**src/rtl/ps2_scan_decoder_if.sv**
```systemverilog
// Event bus carrying decoded PS/2 key events from the decoder to its consumer.
// The master side presents the head event and the slave side acknowledges it with evt_ready.
interface ps2_scan_decoder_if;
  logic       evt_valid;
  logic       evt_ready;
  logic [7:0] evt_code;
  logic       evt_brk;
  logic       evt_ext;

  modport master (
    output evt_valid,
    output evt_code,
    output evt_brk,
    output evt_ext,
    input  evt_ready
  );

  modport slave (
    input  evt_valid,
    input  evt_code,
    input  evt_brk,
    input  evt_ext,
    output evt_ready
  );
endinterface

```
**src/rtl/ps2_scan_decoder.sv**
```systemverilog
// PS/2 keyboard receiver with four stages:
// line filter -> 11-bit frame FSM with watchdog -> E0/F0 prefix folding -> show-ahead event FIFO.
// Each event is {ext, brk, code}.
module ps2_scan_decoder #(
  parameter int FIFO_AW    = 3,
  parameter int FILTER_LEN = 4,
  parameter int TIMEOUT    = 27000
) (
  input  logic                clock_27mhz,
  input  logic                reset,
  input  logic                ps2c,
  input  logic                ps2d,
  input  logic                err_clr,
  output logic                fifo_overflow,
  output logic                frame_error,
  ps2_scan_decoder_if.master  evt
);

  localparam int FCW   = $clog2(FILTER_LEN + 1);
  localparam int WDW   = $clog2(TIMEOUT + 1);
  localparam int DEPTH = 1 << FIFO_AW;

  typedef enum logic [1:0] {IDLE, DATA, PARITY, STOP} state_t;

  logic [1:0]     raw_lines;
  logic [1:0]     sync1;
  logic [1:0]     sync2;
  logic [1:0]     filt;
  logic [FCW-1:0] fcnt [2];
  logic           ps2c_f;
  logic           ps2d_f;
  logic           ps2c_f_d;
  logic           sample;

  state_t         state;
  logic [2:0]     bitcnt;
  logic [7:0]     shreg;
  logic           parity_bit;
  logic [WDW-1:0] wdog;
  logic           byte_stb;
  logic [7:0]     data_byte;

  logic           ext_p;
  logic           brk_p;
  logic           push_req;

  logic [9:0]         mem [DEPTH];
  logic [FIFO_AW-1:0] wr_ptr;
  logic [FIFO_AW-1:0] rd_ptr;
  logic [FIFO_AW:0]   count;
  logic               full;
  logic               pop;
  logic               wr_en;
  logic [9:0]         head;

  assign raw_lines = {ps2d, ps2c};
  assign ps2c_f    = filt[0];
  assign ps2d_f    = filt[1];
  assign sample    = ps2c_f_d & ~ps2c_f;

  // Synchronise both lines, then only follow a line once it has held a new level for FILTER_LEN clocks.
  always_ff @(posedge clock_27mhz or posedge reset) begin
    if (reset) begin
      sync1    <= 2'b11;
      sync2    <= 2'b11;
      filt     <= 2'b11;
      ps2c_f_d <= 1'b1;
      for (int i = 0; i < 2; i++) fcnt[i] <= '0;
    end else begin
      sync1    <= raw_lines;
      sync2    <= sync1;
      ps2c_f_d <= filt[0];
      for (int i = 0; i < 2; i++) begin
        if (sync2[i] == filt[i]) begin
          fcnt[i] <= '0;
        end else if (fcnt[i] == FCW'(FILTER_LEN - 1)) begin
          filt[i] <= sync2[i];
          fcnt[i] <= '0;
        end else begin
          fcnt[i] <= fcnt[i] + 1'b1;
        end
      end
    end
  end

  // Frame FSM plus watchdog; a stalled partial frame is abandoned and reported as a frame error.
  always_ff @(posedge clock_27mhz or posedge reset) begin
    if (reset) begin
      state       <= IDLE;
      bitcnt      <= '0;
      shreg       <= '0;
      parity_bit  <= 1'b0;
      wdog        <= '0;
      byte_stb    <= 1'b0;
      data_byte   <= '0;
      frame_error <= 1'b0;
    end else begin
      byte_stb    <= 1'b0;
      frame_error <= 1'b0;
      if (state == IDLE || sample) begin
        wdog <= '0;
      end else if (wdog == WDW'(TIMEOUT - 1)) begin
        wdog        <= '0;
        state       <= IDLE;
        frame_error <= 1'b1;
      end else begin
        wdog <= wdog + 1'b1;
      end
      if (sample) begin
        case (state)
          IDLE: begin
            if (!ps2d_f) begin
              state  <= DATA;
              bitcnt <= '0;
            end else begin
              frame_error <= 1'b1;
            end
          end
          DATA: begin
            shreg  <= {ps2d_f, shreg[7:1]};
            bitcnt <= bitcnt + 1'b1;
            if (bitcnt == 3'd7) state <= PARITY;
          end
          PARITY: begin
            parity_bit <= ps2d_f;
            state      <= STOP;
          end
          STOP: begin
            if (ps2d_f && (^{shreg, parity_bit})) begin
              byte_stb  <= 1'b1;
              data_byte <= shreg;
            end else begin
              frame_error <= 1'b1;
            end
            state <= IDLE;
          end
          default: state <= IDLE;
        endcase
      end
    end
  end

  assign push_req = byte_stb && (data_byte != 8'hE0) && (data_byte != 8'hF0);

  // Fold E0/F0 prefixes into flags that tag the next real scan code; any frame error forgets them.
  always_ff @(posedge clock_27mhz or posedge reset) begin
    if (reset) begin
      ext_p <= 1'b0;
      brk_p <= 1'b0;
    end else if (frame_error) begin
      ext_p <= 1'b0;
      brk_p <= 1'b0;
    end else if (byte_stb) begin
      if (data_byte == 8'hE0) begin
        ext_p <= 1'b1;
      end else if (data_byte == 8'hF0) begin
        brk_p <= 1'b1;
      end else begin
        ext_p <= 1'b0;
        brk_p <= 1'b0;
      end
    end
  end

  assign full  = (count == DEPTH[FIFO_AW:0]);
  assign pop   = evt.evt_valid & evt.evt_ready;
  assign wr_en = push_req & (~full | pop);
  assign head  = mem[rd_ptr];

  // Event storage; contents need no reset because the occupancy count gates visibility.
  always_ff @(posedge clock_27mhz) begin
    if (wr_en) mem[wr_ptr] <= {ext_p, brk_p, data_byte};
  end

  // FIFO pointers, occupancy and the sticky overflow flag (a new overflow beats err_clr).
  always_ff @(posedge clock_27mhz or posedge reset) begin
    if (reset) begin
      wr_ptr        <= '0;
      rd_ptr        <= '0;
      count         <= '0;
      fifo_overflow <= 1'b0;
    end else begin
      if (wr_en) wr_ptr <= wr_ptr + 1'b1;
      if (pop)   rd_ptr <= rd_ptr + 1'b1;
      case ({wr_en, pop})
        2'b10:   count <= count + 1'b1;
        2'b01:   count <= count - 1'b1;
        default: count <= count;
      endcase
      if (push_req && full && !pop) begin
        fifo_overflow <= 1'b1;
      end else if (err_clr) begin
        fifo_overflow <= 1'b0;
      end
    end
  end

  assign evt.evt_valid = (count != '0);
  assign evt.evt_code  = evt.evt_valid ? head[7:0] : 8'h00;
  assign evt.evt_brk   = evt.evt_valid & head[8];
  assign evt.evt_ext   = evt.evt_valid & head[9];

endmodule
```
**src/flat_wrapper.sv**
```systemverilog
// flat-port wrapper written by rule: the top's interface ports become plain ports
module ps2_scan_decoder_flat 
#(
  parameter int FIFO_AW    = 3,
  parameter int FILTER_LEN = 4,
  parameter int TIMEOUT    = 27000
)
  (clock_27mhz, reset, ps2c, ps2d, err_clr, fifo_overflow, frame_error, evt_evt_valid, evt_evt_code, evt_evt_brk, evt_evt_ext, evt_evt_ready);
  ps2_scan_decoder_if evt_i ();
  input  logic clock_27mhz;
  input  logic reset;
  input  logic ps2c;
  input  logic ps2d;
  input  logic err_clr;
  output logic fifo_overflow;
  output logic frame_error;
  output wire logic [$bits(evt_i.evt_valid)-1:0] evt_evt_valid;
  output wire logic [$bits(evt_i.evt_code)-1:0] evt_evt_code;
  output wire logic [$bits(evt_i.evt_brk)-1:0] evt_evt_brk;
  output wire logic [$bits(evt_i.evt_ext)-1:0] evt_evt_ext;
  input wire logic [$bits(evt_i.evt_ready)-1:0] evt_evt_ready;
  assign evt_evt_valid = evt_i.evt_valid;
  assign evt_evt_code = evt_i.evt_code;
  assign evt_evt_brk = evt_i.evt_brk;
  assign evt_evt_ext = evt_i.evt_ext;
  assign evt_i.evt_ready = evt_evt_ready;
  ps2_scan_decoder #(.FIFO_AW(FIFO_AW), .FILTER_LEN(FILTER_LEN), .TIMEOUT(TIMEOUT)) u_core (.clock_27mhz(clock_27mhz), .reset(reset), .ps2c(ps2c), .ps2d(ps2d), .err_clr(err_clr), .fifo_overflow(fifo_overflow), .frame_error(frame_error), .evt(evt_i));
endmodule
```
**config.mk**
```make
export PLATFORM = sky130hd
export DESIGN_NAME = ps2_scan_decoder_flat
export DESIGN_NICKNAME = d
export VERILOG_FILES = /design/src/rtl/ps2_scan_decoder_if.sv /design/src/rtl/ps2_scan_decoder.sv /design/src/flat_wrapper.sv
export SDC_FILE = /design/constraint.sdc
export NUM_CORES = 1
export LEC_CHECK = 0
export CORE_MARGIN = 1
export CORE_UTILIZATION = 55
export CTS_CLUSTER_DIAMETER = 60
export CTS_CLUSTER_SIZE = 20
export DETAILED_ROUTE_END_ITERATION = 6
export GPL_TIMING_DRIVEN = 1
export PLACE_DENSITY_LB_ADDON = 0.05
export SYNTH_ARGS = -nofsm -noshare
export SYNTH_HDL_FRONTEND = slang
export SYNTH_SLANG_ARGS = --single-unit
```
**constraint.sdc**
```tcl
create_clock -name clock_27mhz -period 2.5 [get_ports clock_27mhz]
set_input_delay 0.625 -clock clock_27mhz [delete_from_list [all_inputs] [get_ports clock_27mhz]]
set_output_delay 0.625 -clock clock_27mhz [all_outputs]
set_load 0.02 [all_outputs]
```
==> flow_metrics.env, run 1 <==
export IMPL_min_period_ps=2660
export IMPL_r2r_cells=11
export IMPL_total_power_w=0.00679
export IMPL_finalWorstSetupSlack_ps=-159
export IMPL_clock_root_buffer="clkbuf_8"
export IMPL_r2r_end="u_core.count[2]$_DFFE_PP0P_"
export IMPL_violations="setup timing"
export IMPL_ios=19
export IMPL_relSlewSlack_pct=57.7
export IMPL_r2r_start="u_core.count[2]$_DFFE_PP0P_"
export IMPL_final_nets=471
export IMPL_grt_pass1_vias=3330
export IMPL_grt_pass1_wl_um=17300
export IMPL_rsz0062_at_grt="yes"
export IMPL_report_final_slew_viol_count=0
export IMPL_path_class="flop to primary output"
export IMPL_clk_pin_slew_worst_paths_ps=60
export IMPL_yosysWarnings=0
export IMPL_cts_path_max_buffers=2
export IMPL_wl_per_cell_um=17.5
export IMPL_setup_viol=10
export IMPL_synth_area_leaders="edfxtp_1 39%, dfrtp_1 24%, mux4_2 7.4%"
export IMPL_grt_max_degree=46
export IMPL_synth_seq_cells=145
export IMPL_drive_gt1_share_pct=27.2
export IMPL_synth_top_cell_by_area="edfxtp_1"
export IMPL_die_y_um=107
export IMPL_die_width_um=107
export IMPL_ant_nets=0
export IMPL_crit_path_start_kind="flop"
export IMPL_p_per_area_nw_per_um2=932
export IMPL_hold_viol=0
export IMPL_avgSynthCellArea_um2=15.6
export IMPL_outcome="complete, but fails checks"
export IMPL_syn_area_um2=6120
export IMPL_crit_path_end_kind="primary output"
export IMPL_async_reset_ff_share_pct=44.8
export IMPL_reg2reg_slack_ps=130
export IMPL_io_buffers=18
export IMPL_cts_tree="yes"
export IMPL_path_max_fanout=6
export IMPL_fin_area_um2=7280
export IMPL_synth_nets=413
export IMPL_coreArea_um2=10800
export IMPL_dr_pass1_iters=4
export IMPL_rows=38
export IMPL_holdPathStages=0
export IMPL_min_to="u_core.sync2[0]$_DFF_PP1_"
export IMPL_cap_viol_max_count=0
export IMPL_synth_edf_count=80
export IMPL_hpwlAfterDp_um=6680
export IMPL_numCtsBuffers=17
export IMPL_nFillCells=778
export IMPL_placed_area_um2=6640
export IMPL_start_util_pct=56.5
export IMPL_clock_latency_ps=510
export IMPL_drt_total_wl_um=10600
export IMPL_ir_worst_vdd_uv=543
export IMPL_place_congestion=0.794
export IMPL_cts_hold_fix_buffers=0
export IMPL_arrival_ps=2030
export IMPL_htreeDepth=4
export IMPL_n_antenna_cell=0
export IMPL_max_slew_worst_pin_slew_ps=635
export IMPL_fin_crit_sh_pct=106
export IMPL_area_growth_pct=19.0
export IMPL_grtUsageTotal_pct=20.5
export IMPL_crit_required_ps=1880
export IMPL_routed_via_density=5.51
export IMPL_yosysTopAreaCellShare_pct=39.2
export IMPL_min_from="u_core.sync1[0]$_DFF_PP1_"
export IMPL_synth_distinct_cells=48
export IMPL_fmax_mhz=376
export IMPL_drtIter0Drc=118
export IMPL_via_count=3326
export IMPL_syn_inst=393
export IMPL_overflow=0
export IMPL_synthFlopType="edfxtp_1"
export IMPL_grt_antenna_before_repair=0
export IMPL_hold_path_class="flop to flop"
export IMPL_p_leak_nw=2.91
export IMPL_synth_seq_area_share_pct=66.0
export IMPL_die_area_um2=11600
export IMPL_drc=0
export IMPL_skew_ps=10.2
export IMPL_clock_sinks=145
-- cells in the mapped netlist (all sizes together), types with 5 or more instances --
cell type / count
edfxtp: 80
dfrtp: 58
nor2: 36
mux2: 20
mux4: 20
inv: 15
ha: 14
xor2: 14
nand2: 13
a21oi: 11
mux2i: 11
xnor2: 10
o21ai: 8
dfstp: 7
nand2b: 7
nor3: 7
clkbuf: 6
nand3: 5
nor2b: 5
-- registers in the layout (all words and copies together), names as in the netlist, 2 cells and up --
signal and flops:
u_core.state 2, u_core.sync1 2, u_core.wr_ptr 3, u_core.wdog 15, u_core.rd_ptr 3, u_core.count 4
u_core.sync2 2, u_core.shreg 8, u_core.bitcnt 3, u_core.fcnt 6, u_core.data_byte 8, u_core.mem 80
u_core.filt 2
-- critical path, stage by stage (launching register included) --
cell,delay (ps)
dfrtp_2,360
buf_6,130
buf_12,140
mux4_2,520
mux2i_1,160
nor2_1,60
buf_2,150
-- per-stage QoR --
step	util (%)	TNS, ps	cells	hold slack (ps)	setup slack, ps
global route	67.2	-2280	604	358	-250
floorplan	-	0	393	345	26.1
CTS	66.9	-1730	603	356	-191
finish	67.2	-1370	604	353	-159
detailed placement	61.3	-1680	566	347	-161
global placement	61.3	-500	566	346	-110
-- power breakdown --
part           leakage (nW)  internal [W]  switching (W)  total (W)
clock network         0.281       0.00150       0.000918    0.00242
logic                  1.02      0.000709       0.000799    0.00151
registers              1.61       0.00271       0.000145    0.00286
total                  2.91       0.00492        0.00186    0.00679
-- kinds of logic (layout without fill, tap and decap cells) --
logic type / Yosys count / count (layout) / share of synthesized area (%)
adders and majority gates: 14 / 14 / 2.86
xor gates and xnor gates: 26 / 26 / 4.17
muxes: 51 / 51 / 13.0
DFF: 145 / 145 / 66.0
buffers and inverters: 24 / 95 / 1.64
AOI/OAI and AO/OA: 33 / 33 / 3.35
and+or+nand+nor: 100 / 100 / 8.97
-- cell usage in the layout (no fill, tap or decap), drive strengths merged, types with 3 or more instances in the layout --
| cell | netlist | final |
|---|---|---|
| nor3 | 7 | 7 |
| edfxtp | 80 | 80 |
| nand4b | 3 | 3 |
| mux2 | 20 | 20 |
| ha | 14 | 14 |
| clkbuf | 6 | 24 |
| mux2i | 11 | 11 |
| inv | 15 | 16 |
| clkdlybuf4s50 | 0 | 7 |
| or3 | 3 | 3 |
| and2 | 3 | 3 |
| mux4 | 20 | 20 |
| nand2b | 7 | 7 |
| a211oi | 3 | 3 |
| dfrtp | 58 | 58 |
| dfstp | 7 | 7 |
| nor2 | 36 | 36 |
| nand2 | 13 | 13 |
| and4 | 3 | 3 |
| nor2b | 5 | 5 |
| xnor2 | 10 | 10 |
| o21ai | 8 | 8 |
| clkinv | 0 | 5 |
| nand4 | 3 | 3 |
| xor2 | 14 | 14 |
| nand3 | 5 | 5 |
| a21oi | 11 | 11 |
| buf | 3 | 39 |
-- worst max path at each step --
| stage | startpoint | slack, ps | endpoint |
|---|---|---|---|
| floorplan | u_core.count[1]$_DFFE_PP0P_ | 30 | u_core.count[2]$_DFFE_PP0P_ |
| global placement | evt_evt_ready | -110 | u_core.count[3]$_DFFE_PP0P_ |
| detailed placement | evt_evt_ready | -160 | u_core.count[2]$_DFFE_PP0P_ |
| CTS | u_core.rd_ptr[0]$_DFFE_PP0P_ | -190 | evt_evt_code[6] |
| global route | u_core.rd_ptr[0]$_DFFE_PP0P_ | -250 | evt_evt_code[6] |
| finish | u_core.rd_ptr[0]$_DFFE_PP0P_ | -160 | evt_evt_code[6] |
-- per-layer routing --
metal | vias to the layer above | wire length (um) | part of all wire [%] | track usage [%]
li1 | 1587 | - | - | -
met3 | 8 | 277 | 2.6 | 5.45
met1 | 1688 | 4970 | 47 | 27.6
met4 | 0 | 86 | 0.81 | 6.16
met5 | - | 0 | 0 | 0
met2 | 43 | 5270 | 50 | 32.9
-- final cells by class --
cell class / count / area [um^2] / share of cell area (%)
Clock buffer: 23 / 468 / 6.43
Sequential cell: 145 / 4040 / 55.5
Tap cell: 140 / 175 / 2.41
Clock inverter: 9 / 106 / 1.46
Multi-Input combinational cell: 224 / 1990 / 27.3
Inverter: 15 / 56.3 / 0.773
Timing Repair Buffer: 48 / 448 / 6.15
-- repair_timing --
action	4_1_cts	5_1_grt
setup buffers	3	0
resized for setup	48	1
pin swaps	1	0
setup endpoints to repair	11	12
gates cloned	2	1
Power figures use the tool's default switching activity.
==> inputs of run 2 (changes only) <==
--- a/config.mk
+++ b/config.mk
@@ -5,13 +5,14 @@
 export SDC_FILE = /design/constraint.sdc
 export NUM_CORES = 1
 export LEC_CHECK = 0
-export CORE_MARGIN = 1
+export CORE_MARGIN = 4
 export CORE_UTILIZATION = 55
 export CTS_CLUSTER_DIAMETER = 60
 export CTS_CLUSTER_SIZE = 20
 export DETAILED_ROUTE_END_ITERATION = 6
-export GPL_TIMING_DRIVEN = 1
+export GPL_TIMING_DRIVEN = 0
 export PLACE_DENSITY_LB_ADDON = 0.05
+export REMOVE_ABC_BUFFERS = 1
 export SYNTH_ARGS = -nofsm -noshare
 export SYNTH_HDL_FRONTEND = slang
 export SYNTH_SLANG_ARGS = --single-unit
==> run 2 against run 1 <==
  * The flow still finishes with violations (setup timing)
  * First-iteration DRC count rose by 54%
  * Global-route usage fell by 2.1 points
  * Final cell count fell by 2.8%
  * Sequential power barely moved
  * Total power fell by 3.3%
  * Worst hold slack improved by 1.7 ps
  * Wire length rose by 1.4%
  * Count of clock-buffer cells in the layout fell by 3
  * Critical endpoint is now evt_evt_ext
  * Fmax fell by 2.4%
==> flow_metrics.env, run 2 (synthesis results as in run 1) <==
export IMPL_final_nets=454
export IMPL_total_power_w=0.00657
export IMPL_p_per_area_nw_per_um2=914
export IMPL_holdWs_ps=355
export IMPL_use_met3_pct=4.77
export IMPL_overflow=0
export IMPL_drive_gt1_share_pct=28.0
export IMPL_die_y_um=113
export IMPL_clock_latency_ps=510
export IMPL_r2r_start="u_core.count[1]$_DFFE_PP0P_"
export IMPL_skew_ps=10.2
export IMPL_seq_power_share_pct=43.8
export IMPL_place_congestion=0.771
export IMPL_switchingPower_w=0.00185
export IMPL_cts_path_max_buffers=2
export IMPL_fin_crit_sh_pct=109
export IMPL_coreArea_um2=10900
export IMPL_wl_per_cell_um=18.3
export IMPL_p_int_w=0.00471
export IMPL_outcome="complete, but fails checks"
export IMPL_drt_total_wl_um=10700
export IMPL_fin_util_pct=66.0
export IMPL_max_slew_worst_pin_slew_ps=787
export IMPL_htreeDepth=4
export IMPL_rsz0062_at_grt="yes"
export IMPL_grt_max_degree=44
export IMPL_ant_nets=0
export IMPL_report_final_slew_viol_count=0
export IMPL_cap_viol_max_count=0
export IMPL_hpwlAfterDp_um=6640
export IMPL_io_buffers=18
export IMPL_grt_antenna_before_repair=0
export IMPL_drtIter0Drc=182
export IMPL_finalWorstSetupSlack_ps=-224
export IMPL_p_leak_nw=2.81
export IMPL_crit_path_start_kind="flop"
export IMPL_reg_top3="u_core.mem x80, u_core.wdog x15"
export IMPL_final_cell_mix="80 x edfxtp_1, 55 x dfrtp_1, 29 x nor2_1"
export IMPL_min_period_ps=2720
export IMPL_relSlewSlack_pct=47.5
export IMPL_die_width_um=113
export IMPL_drc=0
export IMPL_start_util_pct=56.2
export IMPL_nFillCells=764
export IMPL_grtUsageTotal_pct=18.4
export IMPL_rows=38
export IMPL_path_max_fanout=5
export IMPL_setup_viol=10
export IMPL_dr_pass1_iters=4
export IMPL_met1_usage_pct=21.9
export IMPL_grt_pass1_vias=3412
export IMPL_cts_tree="yes"
export IMPL_p_sw_share_pct=28.2
export IMPL_crit_path_end_kind="primary output"
export IMPL_grt_pass1_wl_um=17900
export IMPL_grt_busiest_layer="met2"
export IMPL_cts_hold_fix_buffers=0
export IMPL_clk_pin_slew_worst_paths_ps=60
export IMPL_path_class="flop to primary output"
export IMPL_area_growth_pct=17.4
export IMPL_largest_reg_flops=80
export IMPL_arrival_ps=2100
export IMPL_crit_required_ps=1880
export IMPL_startpoint="u_core.rd_ptr[0]$_DFFE_PP0P_"
export IMPL_fmax_mhz=367
export IMPL_numCtsBuffers=17
export IMPL_combPwrFrac_pct=21.8
export IMPL_clock_sinks=145
export IMPL_hold_viol=0
export IMPL_clock_root_buffer="clkbuf_8"
export IMPL_pre_cts_ws_ps=-927
export IMPL_violations="setup timing"
export IMPL_path_cells="buf_6 > clkbuf_16 > mux4_2 > mux2i_1 > nor2_1 > buf_2"
export IMPL_max_stage_delay_ps=510
export IMPL_ios=19
export IMPL_ir_worst_vdd_uv=459
export IMPL_regMostFlops="u_core.mem"
export IMPL_min_from="u_core.sync1[1]$_DFF_PP1_"
export IMPL_met2_usage_pct=32.4
export IMPL_routed_via_density=5.52
export IMPL_n_antenna_cell=0
export IMPL_via_count=3238
export IMPL_die_area_um2=12900
export IMPL_p_clk_share_pct=34.4
export IMPL_final_common_cell="edfxtp_1"
export IMPL_crit_slowest_cell="dfrtp_4"
export IMPL_hold_path_class="flop to flop"
==> run 2: cell count changes in the layout (fill, tap and decap cells not counted), sizes merged <==
cell         delta
clkinvlp        +3
dlygate4sd2     -1
bufinv          -1
inv             +1
buf            -17
clkbuf          -2
==> run 2: critical path: cells and delay by family (launching register included) <==
family / cells / cell delay [ps]
buffers and inverters: 3 / 460
AND/OR/NAND/NOR: 1 / 50
multiplexers: 2 / 560
flip-flops: 1 / 510
==> run 2: cell type report <==
| class | count | area, um^2 | area share [%] |
|---|---|---|---|
| Inverter | 15 | 56.3 | 0.784 |
| Clock inverter | 12 | 110 | 1.53 |
| Tap cell | 140 | 175 | 2.44 |
| Multi-Input combinational cell | 224 | 2060 | 28.7 |
| Timing Repair Buffer | 31 | 312 | 4.34 |
| Sequential cell | 145 | 4050 | 56.3 |
| Clock buffer | 20 | 425 | 5.92 |
==> run 2: per-stage QoR <==
stage | instances | area (um^2) | TNS, ps
after floorplan | 384 | 6080 | -780
after global placement | 542 | 6430 | -127050
after detailed placement | 545 | 6480 | -61360
after CTS | 583 | 7130 | -1900
after global routing | 587 | 7190 | -2720
final | 587 | 7190 | -1720
==> run 2: repair_timing <==
action                     in CTS  in global routing
gates resized for setup        61                 11
gates cloned                    1                  1
setup buffers                   5                  4
setup endpoints to repair      75                 13
pin swaps                       1                  4
==> run 2: routing by layer <==
metal	vias to the layer above	wire length (um)
li1	1558	-
met1	1638	4560
met2	33	5780
met3	9	283
met4	0	121
met5	-	0
==> run 2: power by group through the flow <==
stage               clock network [W]  registers (W)  logic [W]
global placement                    0        0.00296    0.00126
floorplan                           0        0.00291   0.000938
finish                        0.00226        0.00288    0.00143
CTS                           0.00231        0.00288    0.00142
global route                  0.00243        0.00290    0.00159
detailed placement                  0        0.00297    0.00130
==> run 2: final timing paths <==
path | to | slack (ps) | depth (start not counted)
worst max-delay path | evt_evt_ext | -220 | 6
worst min-delay path | u_core.sync2[1]$_DFF_PP1_ | 350 | 0
worst max register to register | u_core.count[2]$_DFFE_PP0P_ | 170 | 11
worst min register to register | u_core.sync2[1]$_DFF_PP1_ | 350 | 0
max in group asynchronous | u_core.sync1[1]$_DFF_PP1_ | 1370 | 3
min in group asynchronous | u_core.brk_p$_DFFE_PP0P_ | 470 | 2
==> inputs of run 3 (changes only) <==
--- a/config.mk
+++ b/config.mk
@@ -6,7 +6,7 @@
 export NUM_CORES = 1
 export LEC_CHECK = 0
 export CORE_MARGIN = 4
-export CORE_UTILIZATION = 55
+export CORE_UTILIZATION = 35
 export CTS_CLUSTER_DIAMETER = 60
 export CTS_CLUSTER_SIZE = 20
 export DETAILED_ROUTE_END_ITERATION = 6
==> run 3 against run 2 <==
  * The flow still finishes with violations (setup timing)
  * Register-to-register slack got worse by 50 ps
  * Total power is 3.8% higher
  * Via count shrank 0.19%
  * Non-clock buffer count grew 4
  * Count of clock-buffer cells in the layout increased by 4
  * Final cell count grew 15%
  * First-iteration DRC count down 15%
  * Clock power rose by 7%
  * Clock skew is 1.7 ps lower
  * Wire length increased by 7.3%
  * Largest cell class unchanged
  * Sequential power about the same
  * Utilization shrank 23 points
==> flow_metrics.env, run 3 (synthesis results as in run 1) <==
export IMPL_outcome="complete, but fails checks"
export IMPL_violations="setup timing"
export IMPL_clock_root_buffer="clkbuf_16"
export IMPL_path_cells="buf_12 > buf_6 > mux4_2 > mux2i_1 > nor2_1 > buf_4"
export IMPL_min_period_ps=2620
export IMPL_p_leak_nw=2.84
export IMPL_die_area_um2=19700
export IMPL_fin_cells=676
export IMPL_largest_reg_flops=80
export IMPL_n_antenna_cell=0
export IMPL_regMostFlops="u_core.mem"
export IMPL_routed_via_density=4.78
export IMPL_grtUsageTotal_pct=12.6
export IMPL_skew_ps=8.48
export IMPL_io_buffers=18
export IMPL_finalWorstSetupSlack_ps=-122
export IMPL_dr_pass1_iters=4
export IMPL_placed_cells=629
export IMPL_multi_input_area_um2=2060
export IMPL_drc=0
export IMPL_cts_hold_fix_buffers=0
export IMPL_hold_viol=0
export IMPL_reg_top3="u_core.mem x80, u_core.wdog x15"
export IMPL_arrival_ps=2000
export IMPL_p_per_area_nw_per_um2=925
export IMPL_rows=48
export IMPL_final_nets=458
export IMPL_relSlewSlack_pct=46.2
export IMPL_fmax_mhz=381
export IMPL_wl_per_cell_um=17.1
export IMPL_grt_antenna_before_repair=0
export IMPL_max_slew_worst_pin_slew_ps=807
export IMPL_crit_required_ps=1880
export IMPL_grt_pass1_vias=3348
export IMPL_final_common_cell="edfxtp_1"
export IMPL_place_congestion=0.746
export IMPL_drtIter0Drc=155
export IMPL_path_max_fanout=6
export IMPL_crit_slowest_cell="dfrtp_4"
export IMPL_final_cell_mix="80 x edfxtp_1, 53 x dfrtp_1, 29 x nor2_1"
export IMPL_fin_crit_sh_pct=105
export IMPL_drive_gt1_share_pct=29.0
export IMPL_report_final_slew_viol_count=0
export IMPL_cap_viol_max_count=0
export IMPL_setup_viol=10
export IMPL_crit_path_end_kind="primary output"
export IMPL_nFillCells=1591
export IMPL_htreeDepth=4
export IMPL_start_util_pct=35.5
export IMPL_rsz0062_at_grt="yes"
export IMPL_path_class="flop to primary output"
export IMPL_hpwlAfterDp_um=7010
export IMPL_pre_cts_ws_ps=-945
export IMPL_placed_area_um2=6580
export IMPL_crit_path_start_kind="flop"
export IMPL_ir_worst_vdd_uv=469
export IMPL_via_count=3232
export IMPL_hold_path_class="flop to flop"
export IMPL_max_stage_delay_ps=520
export IMPL_die_y_um=140
export IMPL_coreArea_um2=17200
export IMPL_cts_path_max_buffers=2
export IMPL_ff_latch_area_um2=4050
export IMPL_grt_max_degree=66
export IMPL_clock_sinks=145
export IMPL_total_power_w=0.00681
export IMPL_cts_tree="yes"
export IMPL_clock_latency_ps=410
export IMPL_numCtsBuffers=17
export IMPL_overflow=0
export IMPL_drt_total_wl_um=11500
export IMPL_ant_nets=0
export IMPL_setup_tns_final_ps=-527
export IMPL_ios=19
export IMPL_grt_pass1_wl_um=18700
export IMPL_fin_area_um2=7360
export IMPL_clk_pin_slew_worst_paths_ps=60
export IMPL_area_growth_pct=20.3
export IMPL_die_width_um=140
[run 3: report_power, final]
group	leakage (nW)	total [W]	switching [W]	internal [W]
registers	1.60	0.00287	0.000157	0.00271
logic	0.961	0.00152	0.000783	0.000734
clock network	0.273	0.00242	0.000948	0.00148
total	2.84	0.00681	0.00189	0.00492
[run 3: layer usage]
layer | GRT usage [%] | part of all wire, % | vias to the layer above
met5 | 0 | 0 | -
met4 | 5.05 | 1.8 | 0
met3 | 3.11 | 2.9 | 19
met2 | 20.3 | 50 | 38
met1 | 16.4 | 46 | 1619
li1 | - | - | 1556
[run 3: worst paths after layout]
check | cells after the start | slack [ps] | from | end
min in group asynchronous | 2 | 740 | reset | u_core.wdog[9]$_DFF_PP0_
max | 6 | -120 | u_core.rd_ptr[0]$_DFFE_PP0P_ | evt_evt_code[3]
min reg2reg | 0 | 350 | u_core.sync1[1]$_DFF_PP1_ | u_core.sync2[1]$_DFF_PP1_
max in group asynchronous | 2 | 1160 | reset | u_core.rd_ptr[0]$_DFFE_PP0P_
min | 0 | 350 | u_core.sync1[1]$_DFF_PP1_ | u_core.sync2[1]$_DFF_PP1_
max reg2reg | 12 | 120 | u_core.count[1]$_DFFE_PP0P_ | u_core.count[2]$_DFFE_PP0P_
[run 3: what timing repair did]
item,CTS,global route
pin swaps,1,8
setup endpoints to repair,78,12
resized for setup,62,13
buffers inserted,9,6
cloned,1,0
[run 3: final cells by class]
class,instances,area share (%)
Timing Repair Buffer,35,4.59
Clock buffer,24,6.68
Multi-Input combinational cell,224,28.0
Tap cell,225,3.82
Inverter,15,0.799
Sequential cell,145,55.0
Clock inverter,8,1.10
[run 3: worst max-delay path: cells and delay by family, from the launching register on]
kind / cells / cell delay, ps
buffers and inverters: 3 / 430
AND/OR/NAND/NOR: 1 / 70
multiplexers: 2 / 570
flip-flops: 1 / 520
[run 3: metrics by stage]
step	hold WS, ps	utilization [%]
after floorplan	345	-
after global placement	349	37.9
after detailed placement	347	38.1
after CTS	354	42.3
after global routing	360	42.7
final	355	42.7
